**config.mk**
```make
export PLATFORM = sky130hd
export DESIGN_NAME = osc_meas_scheduler_flat
export DESIGN_NICKNAME = d
export VERILOG_FILES = /design/src/rtl/osc_meas_scheduler_if.sv /design/src/rtl/osc_meas_scheduler.sv /design/src/flat_wrapper.sv
export SDC_FILE = /design/constraint.sdc
export NUM_CORES = 1
export LEC_CHECK = 0
export CORE_ASPECT_RATIO = 0.8
export CORE_MARGIN = 2
export CORE_UTILIZATION = 51
export DETAILED_ROUTE_END_ITERATION = 8
export PLACE_DENSITY = 0.84
export SLEW_MARGIN = 30
export SYNTH_ARGS = -nofsm -noshare
export SYNTH_HDL_FRONTEND = slang
export SYNTH_SLANG_ARGS = --single-unit
```
**constraint.sdc**
```tcl
create_clock -name clk -period 5.3 [get_ports clk]
set_input_delay 0.53 -clock clk [delete_from_list [all_inputs] [get_ports clk]]
set_output_delay 0.53 -clock clk [all_outputs]
set_load 0.03 [all_outputs]
```
**src/rtl/osc_meas_scheduler_if.sv**
```systemverilog
// ---------------------------------------------------------------------------
// osc_meas_scheduler_if
// Result stream from the measurement sequencer to the averaging / UART logic.
//
// Handshake: result_valid is driven by the master and stays high, with result,
// result_id and result_sat held stable, until the slave asserts result_ready.
// A transfer happens on any clock edge where result_valid && result_ready.
// result_ready while result_valid is low has no effect.
//
// Signals:
//   result        [WIDTH] captured oscillator count
//   result_id             oscillator id (0 = inverter chain, 1 = NAND4)
//   result_sat            captured count was all-ones (counter saturated)
//   result_valid          result available
//   result_ready          consumer accepts the result
// ---------------------------------------------------------------------------
interface osc_meas_scheduler_if #(
   parameter int WIDTH = 16
);
   logic [WIDTH-1:0] result;
   logic             result_id;
   logic             result_sat;
   logic             result_valid;
   logic             result_ready;

   modport master (
      output result,
      output result_id,
      output result_sat,
      output result_valid,
      input  result_ready
   );

   modport slave (
      input  result,
      input  result_id,
      input  result_sat,
      input  result_valid,
      output result_ready
   );
endinterface

```
**src/rtl/osc_meas_scheduler.sv**
```systemverilog
// ---------------------------------------------------------------------------
// osc_meas_scheduler
// Measurement sequencer for the ring-oscillator temperature sensor. Picks one
// of two level requesters (round-robin when both are asking), powers up that
// oscillator, holds the counter clear for SETTLE cycles, gates the counter for
// WINDOW cycles, waits 2 drain cycles for the counter synchronizer, captures
// the count and offers it on the result stream.
//
// Ports:
//   clk          system clock
//   rst          synchronous reset, active-high
//   req_inv      level request, inverter ring oscillator (id 0)
//   req_nand     level request, NAND4 ring oscillator (id 1)
//   count        oscillator counter value
//   osc_en_inv   enable for the inverter oscillator
//   osc_en_nand  enable for the NAND4 oscillator
//   osc_sel      mux select, id of the current grant
//   cnt_clr      counter synchronous clear
//   cnt_en       counter gate
//   busy         high in every state except IDLE
//   dbg_state    current FSM state encoding (IDLE=0 .. OUTPUT=4)
//   res          result stream (master side)
// ---------------------------------------------------------------------------
module osc_meas_scheduler #(
   parameter int WIDTH  = 16,
   parameter int WINDOW = 1000,
   parameter int SETTLE = 16
) (
   input  logic             clk,
   input  logic             rst,
   input  logic             req_inv,
   input  logic             req_nand,
   input  logic [WIDTH-1:0] count,
   output logic             osc_en_inv,
   output logic             osc_en_nand,
   output logic             osc_sel,
   output logic             cnt_clr,
   output logic             cnt_en,
   output logic             busy,
   output logic [2:0]       dbg_state,
   osc_meas_scheduler_if.master res
);

   typedef enum logic [2:0] {
      S_IDLE   = 3'd0,
      S_SETTLE = 3'd1,
      S_GATE   = 3'd2,
      S_DRAIN  = 3'd3,
      S_OUTPUT = 3'd4
   } state_t;

   // The phase counter only ever holds "cycles remaining - 1" of the longest
   // phase; keep at least one bit so the 2-cycle drain load fits.
   localparam int MAXC = (WINDOW > SETTLE) ? WINDOW : SETTLE;
   localparam int CW   = (MAXC > 1) ? $clog2(MAXC) : 1;
   localparam logic [CW-1:0] SETTLE_LD = CW'(SETTLE - 1);
   localparam logic [CW-1:0] WINDOW_LD = CW'(WINDOW - 1);
   localparam logic [CW-1:0] DRAIN_LD  = CW'(1);

   state_t          state;
   logic [CW-1:0]   phase;
   logic            id;
   logic            last_id;
   logic            grant_id;

   // With both requesters asking, hand the grant to the one not served last.
   always_comb begin
      grant_id = req_nand;
      if (req_inv && req_nand) begin
         grant_id = ~last_id;
      end
   end

   assign osc_sel   = id;
   assign dbg_state = state;

   always_ff @(posedge clk) begin
      if (rst) begin
         state            <= S_IDLE;
         phase            <= '0;
         id               <= 1'b0;
         last_id          <= 1'b1;
         osc_en_inv       <= 1'b0;
         osc_en_nand      <= 1'b0;
         cnt_clr          <= 1'b0;
         cnt_en           <= 1'b0;
         busy             <= 1'b0;
         res.result       <= '0;
         res.result_id    <= 1'b0;
         res.result_sat   <= 1'b0;
         res.result_valid <= 1'b0;
      end else begin
         case (state)
            S_IDLE: begin
               if (req_inv || req_nand) begin
                  id          <= grant_id;
                  last_id     <= grant_id;
                  osc_en_inv  <= ~grant_id;
                  osc_en_nand <= grant_id;
                  cnt_clr     <= 1'b1;
                  busy        <= 1'b1;
                  phase       <= SETTLE_LD;
                  state       <= S_SETTLE;
               end
            end
            S_SETTLE: begin
               if (phase == '0) begin
                  cnt_clr <= 1'b0;
                  cnt_en  <= 1'b1;
                  phase   <= WINDOW_LD;
                  state   <= S_GATE;
               end else begin
                  phase <= phase - CW'(1);
               end
            end
            S_GATE: begin
               if (phase == '0) begin
                  cnt_en <= 1'b0;
                  phase  <= DRAIN_LD;
                  state  <= S_DRAIN;
               end else begin
                  phase <= phase - CW'(1);
               end
            end
            S_DRAIN: begin
               // Oscillator keeps running while the counter synchronizer
               // catches up; the count is taken at the end of the last cycle.
               if (phase == '0) begin
                  res.result       <= count;
                  res.result_sat   <= &count;
                  res.result_id    <= id;
                  res.result_valid <= 1'b1;
                  osc_en_inv       <= 1'b0;
                  osc_en_nand      <= 1'b0;
                  state            <= S_OUTPUT;
               end else begin
                  phase <= phase - CW'(1);
               end
            end
            S_OUTPUT: begin
               if (res.result_ready) begin
                  res.result_valid <= 1'b0;
                  busy             <= 1'b0;
                  state            <= S_IDLE;
               end
            end
            default: begin
               state <= S_IDLE;
            end
         endcase
      end
   end

endmodule
```
**src/flat_wrapper.sv**
```systemverilog
// flat-port wrapper written by rule: the top's interface ports become plain ports
module osc_meas_scheduler_flat 
#(
   parameter int WIDTH  = 16,
   parameter int WINDOW = 1000,
   parameter int SETTLE = 16
)
  (clk, rst, req_inv, req_nand, count, osc_en_inv, osc_en_nand, osc_sel, cnt_clr, cnt_en, busy, dbg_state, res_result, res_result_id, res_result_sat, res_result_valid, res_result_ready);
  osc_meas_scheduler_if #(.WIDTH(WIDTH)) res_i ();
  input  logic clk;
  input  logic rst;
  input  logic req_inv;
  input  logic req_nand;
  input  logic [WIDTH-1:0] count;
  output logic osc_en_inv;
  output logic osc_en_nand;
  output logic osc_sel;
  output logic cnt_clr;
  output logic cnt_en;
  output logic busy;
  output logic [2:0] dbg_state;
  output wire logic [$bits(res_i.result)-1:0] res_result;
  output wire logic [$bits(res_i.result_id)-1:0] res_result_id;
  output wire logic [$bits(res_i.result_sat)-1:0] res_result_sat;
  output wire logic [$bits(res_i.result_valid)-1:0] res_result_valid;
  input wire logic [$bits(res_i.result_ready)-1:0] res_result_ready;
  assign res_result = res_i.result;
  assign res_result_id = res_i.result_id;
  assign res_result_sat = res_i.result_sat;
  assign res_result_valid = res_i.result_valid;
  assign res_i.result_ready = res_result_ready;
  osc_meas_scheduler #(.WIDTH(WIDTH), .WINDOW(WINDOW), .SETTLE(SETTLE)) u_core (.clk(clk), .rst(rst), .req_inv(req_inv), .req_nand(req_nand), .count(count), .osc_en_inv(osc_en_inv), .osc_en_nand(osc_en_nand), .osc_sel(osc_sel), .cnt_clr(cnt_clr), .cnt_en(cnt_en), .busy(busy), .dbg_state(dbg_state), .res(res_i));
endmodule
```
==> impl_metrics.tcl, run 1 <==
set metrics [dict create \
    synthFlopType "dfxtp_1" \
    p_leak_uw 0.000834 \
    r2r_cells 6 \
    crit_fanout 17 \
    worstMarginPinSlew_ns 0.728 \
    ys_types 42 \
    slew_violations 0 \
    ios 49 \
    post_cts_resized 0 \
    final-instance-count-excl-fill 317 \
    drt_iter0_drc 168 \
    multi_input_area_um2 945 \
    route.detailed.drc 0 \
    synthArstFlopShare_pct 0 \
    status "finished clean" \
    crit_type "reg2out" \
    setup_ws_ns 2.97 \
    crit_path_start_kind "register" \
    max_stage_delay_ns 0.79 \
    core_um2 3420 \
    insertion_delay_ns 0.30 \
    skew_ns 0.00525 \
    cts_buffers 5 \
    grt_pass1_wl_um 8020 \
    vdd_ir_drop_max_v 0.000282 \
    cp_top_family "buffers and inverters" \
    die_h_um 57.4 \
    cts_sinks 39 \
    final.period_utilization_pct 43.9 \
    dpl_worst_slack_ns 2.93 \
    p_total_uw 897 \
    cts_setup_buffers 0 \
    setup_violations 0 \
    wl_um 4880 \
    synth_compound_area_share_pct 20.3 \
    seqCellArea_um2 781 \
    netlist_instances 234 \
    dpl.cell_count 309 \
    fmax_mhz 430 \
    finalNetCount 296 \
    dieArea_um2 4060 \
    syn2layout_area_growth_pct 33.6 \
    maxCapViolCount 0 \
    ys_warn_count 0 \
    vias_per_cell 5.90 \
    grt_start_max_net_pins 40 \
    place_congestion 0.914 \
    rows 19 \
    num_antenna_cells 0 \
    pwr_density_cell_nw_per_um2 369 \
    critPathSlowestCell "clkdlybuf4s50_1" \
    timing.slew.headroom_pct 51.0 \
    dp_hpwl_um 3260 \
    rsz0062_at_grt "no" \
    io_buffers 48 \
    arrival_ns 1.80 \
    worstPathRequired_ns 4.77 \
    synth_xor_xnor_area_share_pct 0.482 \
    drive_above_1_share_pct 5.45 \
    path_clk_slew_ns 0.08 \
    synth_nets 256 \
    hold_viol_final 0 \
    min_from "u_core.res.result[11]$_SDFFE_PP0P_" \
    ys_seq_elements 39 \
    timing.reg2reg.setup_slack_ns 3.05 \
    fin_tns_setup_ns 0 \
    synth_top_family_by_area "simple AND/OR/NAND/NOR gates" \
    h-tree-depth 2 \
    cts_hold_buf 0 \
    crit_buf_inv 1 \
    yosys.area_share.simple_pct 29.0 \
    grt_usage_pct 25.2 \
    reg2reg_from "u_core.phase[0]$_SDFFE_PP0P_" \
    vias 1869 \
    worstHoldEndpoint "u_core.res.result[11]$_SDFFE_PP0P_" \
    holdPathStages 2 \
    dieWidth_um 70.8 \
    cts_buffer_depth 2 \
    root_buffer "clkbuf_8" \
    initial_core_util_pct 53.1 \
    synthAdderAreaFrac_pct 0.688 \
    grt_antenna_before_repair 0 \
    cp_cell_sequence "clkdlybuf4s50_1" \
    worstSetupEndpointType "output port" \
    ys_seq_area_share_pct 42.9 \
    hold_path.class "reg2reg" \
    fillCellCount 301 \
    period_needed_ns 2.33 \
    synth-edff-count 0 \
    r2r_end "u_core.phase[6]$_SDFFE_PP0P_" \
    cts_tree "done" \
    overflow 0 \
    drt_first_pass_iters 4 \
    grt_pass1_vias 1688 \
    synth_area_per_cell_um2 7.77 \
    synth_mux_area_share_pct 1.10 \
    syn-cell-area_um2 1820 \
    postRouteAntennaNets 0 \
    wl_per_cell_um 15.4 \
]
-- metrics by stage --
stage	hold WS, ns	util [%]	area [um2]
after CTS	0.454	70.9	2430
final	0.453	70.9	2430
after detailed placement	0.444	67.1	2300
after global routing	0.472	70.9	2430
after floorplan	0.438	-	1820
after global placement	0.437	67.1	2300
-- worst min-delay path: stages, from the launching register on --
cell     delay (ns)
dfxtp_1        0.31
nand2_1        0.05
a21oi_1        0.05
-- synthesized netlist by cell type, drive strengths merged, types with 2 or more instances --
cell type / instances / area (um2)
nand3b: 3 / 22.5
a31oi: 4 / 25.0
nor4: 7 / 43.8
or2: 3 / 18.8
mux2i: 2 / 20.0
clkbuf: 12 / 45.0
or3: 3 / 18.8
inv: 6 / 22.5
nor3: 9 / 45.0
a311oi: 3 / 26.3
a211oi: 2 / 15.0
or4: 4 / 33.8
nand2: 48 / 180
nand4: 7 / 43.8
a22o: 2 / 17.5
o21ai: 6 / 30.0
nor2: 14 / 52.6
o32ai: 2 / 17.5
dfxtp: 39 / 781
nand3: 8 / 40.0
buf: 5 / 31.3
a21oi: 27 / 135
-- layer usage --
| layer | vias up | routed length [um] | GRT usage [%] |
|---|---|---|---|
| met3 | 12 | 422 | 7.77 |
| met1 | 840 | 2190 | 34.6 |
| li1 | 925 | - | - |
| met5 | - | 0 | 0 |
| met2 | 92 | 2170 | 35.9 |
| met4 | 0 | 96 | 12.7 |
-- where the power goes --
part	switching (uW)	leakage (uW)	total [uW]	internal, uW
Clock	106	0.0000654	295	188
Sequential	37.9	0.000318	358	320
Combinational	144	0.000451	245	101
Total	288	0.000834	897	609
-- cell families (layout without fill, tap and decap cells) --
family	Yosys count	after routing
xor gates and xnor gates	1	1
muxes	2	2
buffers and inverters	23	64
AOI/OAI and AO/OA	58	58
DFF	39	39
and+or+nand+nor	110	110
adders and majority gates	1	1
-- state kept, by name, indices dropped and copies added, names as in the netlist --
register,count
u_core.res.result,16
u_core.phase,10
u_core.dbg_state,3
u_core.busy,1
u_core.cnt_clr,1
u_core.cnt_en,1
u_core.last_id,1
u_core.osc_en_inv,1
u_core.osc_en_nand,1
u_core.osc_sel,1
u_core.res.result_id,1
u_core.res.result_sat,1
u_core.res.result_valid,1
-- worst max-delay path by stage --
stage | from | to | slack [ns] | depth (start not counted)
after detailed placement | req_nand | u_core.phase[6]$_SDFFE_PP0P_ | 2.93 | 5
after CTS | u_core.dbg_state[0]$_SDFFE_PP0P_ | dbg_state[0] | 3.01 | 1
after floorplan | u_core.phase[0]$_SDFFE_PP0P_ | u_core.osc_en_nand$_SDFFE_PP0P_ | 3.21 | 9
after global placement | req_nand | u_core.osc_en_nand$_SDFFE_PP0P_ | 3.11 | 5
final | u_core.dbg_state[0]$_SDFFE_PP0P_ | dbg_state[0] | 2.97 | 1
after global routing | u_core.dbg_state[2]$_SDFFE_PP0P_ | dbg_state[2] | 2.91 | 1
-- area by class of cell --
cell class,instances,share of cell area [%]
multi-input combinational,172,38.9
sequential,39,32.1
timing repair buffer,50,20.4
clock buffer,6,2.99
clock inverter,2,2.47
tap,42,2.16
inverter,6,0.927
-- layout by cell type, fill, tap and decap left out, types with 2 or more instances in the layout --
master	n
o21ai_0	6
a22o_1	2
or2_2	3
clkdlybuf4s50_1	48
nand4_1	7
or3_1	3
nand3b_1	3
a21oi_1	27
dfxtp_1	39
or4_1	3
a31oi_1	4
o32ai_1	2
a211oi_1	2
clkbuf_8	5
nand3_1	8
inv_1	6
a311oi_1	3
nor3_1	9
nor2_1	14
mux2i_1	2
bufinv_16	2
nor4_1	6
buf_4	2
nand2_1	48
(Power assumes the default switching activity.)
==> run 2, diff against run 1 <==
CORE_UTILIZATION = 43   (was 51)
PLACE_DENSITY = 0.75   (was 0.84)
clock period = 2 ns   (was 5.3 ns; I/O delays follow)
==> impl_metrics.tcl, run 2 (synthesis gave the netlist of run 1 again) <==
set metrics [dict create \
    status "finished clean" \
    final-instance-count-excl-fill 362 \
    worstMarginPinSlew_ns 0.549 \
    initial_core_util_pct 44.1 \
    pwr_density_cell_nw_per_um2 930 \
    worstPathRequired_ns 2.16 \
    fmax_mhz 514 \
    fin_util_pct 66.2 \
    cp_cell_sequence "buf_4 > or4_1 > or3_1 > a311oi_1 > o2bb2ai_1" \
    pwr-share-comb_pct 34.0 \
    cts_sinks 39 \
    worst_hold_slack_ns 0.449 \
    core_um2 4130 \
    path_clk_slew_ns 0.07 \
    postRouteAntennaNets 0 \
    dp_hpwl_um 3790 \
    top_register "u_core.res.result" \
    worstSetupEndpointType "register" \
    crit_path_start_kind "register" \
    wl_met1_um 2600 \
    hold_viol_final 0 \
    cts_buffers 5 \
    grt_pass1_wl_um 8950 \
    rows 21 \
    grt_usage_pct 23.0 \
    final.period_utilization_pct 97.3 \
    grt_pass1_vias 1814 \
    switching_share_pct 31.1 \
    io_buffers 48 \
    grt_antenna_before_repair 0 \
    vias 1978 \
    crit_type "reg2reg" \
    p_leak_uw 0.000993 \
    setup_violations 0 \
    dieWidth_um 76.7 \
    route.detailed.drc 0 \
    routed.top_layer "met4" \
    slew_violations 0 \
    crit_fanout 4 \
    skew_ns 0.00849 \
    p_int_uw 1750 \
    critPathSlowestCell "or4_1" \
    power.share.sequential_pct 35.9 \
    p_clk_share_pct 30.1 \
    max_stage_delay_ns 0.60 \
    root_buffer "clkbuf_8" \
    finalNetCount 326 \
    grt_start_max_net_pins 25 \
    cts_hold_buf 0 \
    ios 49 \
    p_sw_uw 790 \
    insertion_delay_ns 0.29 \
    place_congestion 0.949 \
    period_needed_ns 1.95 \
    die_h_um 62.2 \
    fillCellCount 354 \
    wl_met3_um 286 \
    p_total_uw 2540 \
    layout_common_cells "48 x nand2_1, 48 x clkdlybuf4s50_1, 38 x dfxtp_1" \
    syn2layout_area_growth_pct 50.2 \
    arrival_ns 2.11 \
    maxCapViolCount 0 \
    drive_above_1_share_pct 16.4 \
    setup_ws_ns 0.0535 \
    drt_first_pass_iters 5 \
    wl_met2_um 2250 \
    vias_per_cell 5.46 \
    cts_buffer_depth 2 \
    num_antenna_cells 0 \
    vdd_ir_drop_max_v 0.000497 \
    wl_per_cell_um 14.3 \
    rsz0062_at_grt "yes" \
    largest_register_ffs 16 \
    overflow 0 \
    dieArea_um2 4770 \
    drt_iter0_drc 173 \
    h-tree-depth 2 \
    dpl_worst_slack_ns -0.0285 \
    hold_path.class "reg2reg" \
    cts_tree "done" \
    wl_um 5170 \
    timing.slew.headroom_pct 63.1 \
    dpl.cell_count 353 \
]
-- run 2: metal layers --
layer / track usage, % / vias to the layer above
met5: 0 / -
met4: 3.64 / 0
met3: 5.38 / 4
met2: 34.0 / 75
met1: 34.6 / 919
li1: - / 980
-- run 2: area by class of cell --
class	count	area [um2]	area share (%)
flip-flops and latches	39	782	28.6
well taps	57	71.3	2.61
clock inverters	2	60.1	2.20
multi-input cells	172	981	35.9
repair buffers	80	741	27.1
clock buffers	6	72.6	2.66
inverters	6	22.5	0.825
-- run 2: path summary, 6_finish.rpt --
check	from	end	slack [ns]	cells after the start
max	u_core.phase[0]$_SDFFE_PP0P_	u_core.phase[7]$_SDFFE_PP0P_	0.05	5
min	u_core.res.result[2]$_SDFFE_PP0P_	u_core.res.result[2]$_SDFFE_PP0P_	0.45	2
max reg2reg	u_core.phase[0]$_SDFFE_PP0P_	u_core.phase[7]$_SDFFE_PP0P_	0.05	5
min reg2reg	u_core.res.result[2]$_SDFFE_PP0P_	u_core.res.result[2]$_SDFFE_PP0P_	0.45	2
-- run 2: stage by stage --
stage	area [um2]	setup TNS (ns)
after floorplan	1840	0
after global placement	2550	-0.339
after detailed placement	2550	-0.220
after CTS	2710	0
after global routing	2730	-0.0621
final	2730	0
-- run 2: power groups by stage --
stage,logic [uW],registers [uW],clock network (uW)
finish,863,911,766
global route,942,921,821
CTS,838,906,781
detailed placement,816,924,0
global placement,818,921,0
floorplan,411,977,0
-- run 2: critical path: cells and delay by family (launching register included) --
kind / cells / cell delay (ns)
buffers and inverters: 1 / 0.13
AOI/OAI and AO/OA: 2 / 0.43
DFF: 1 / 0.33
and+or+nand+nor: 2 / 0.94
-- run 2: what timing repair did --
item,CTS,global route
setup endpoints to repair,19,21
pin swaps,1,0
buffers inserted,0,0
gates cloned,1,0
gates resized for setup,7,3
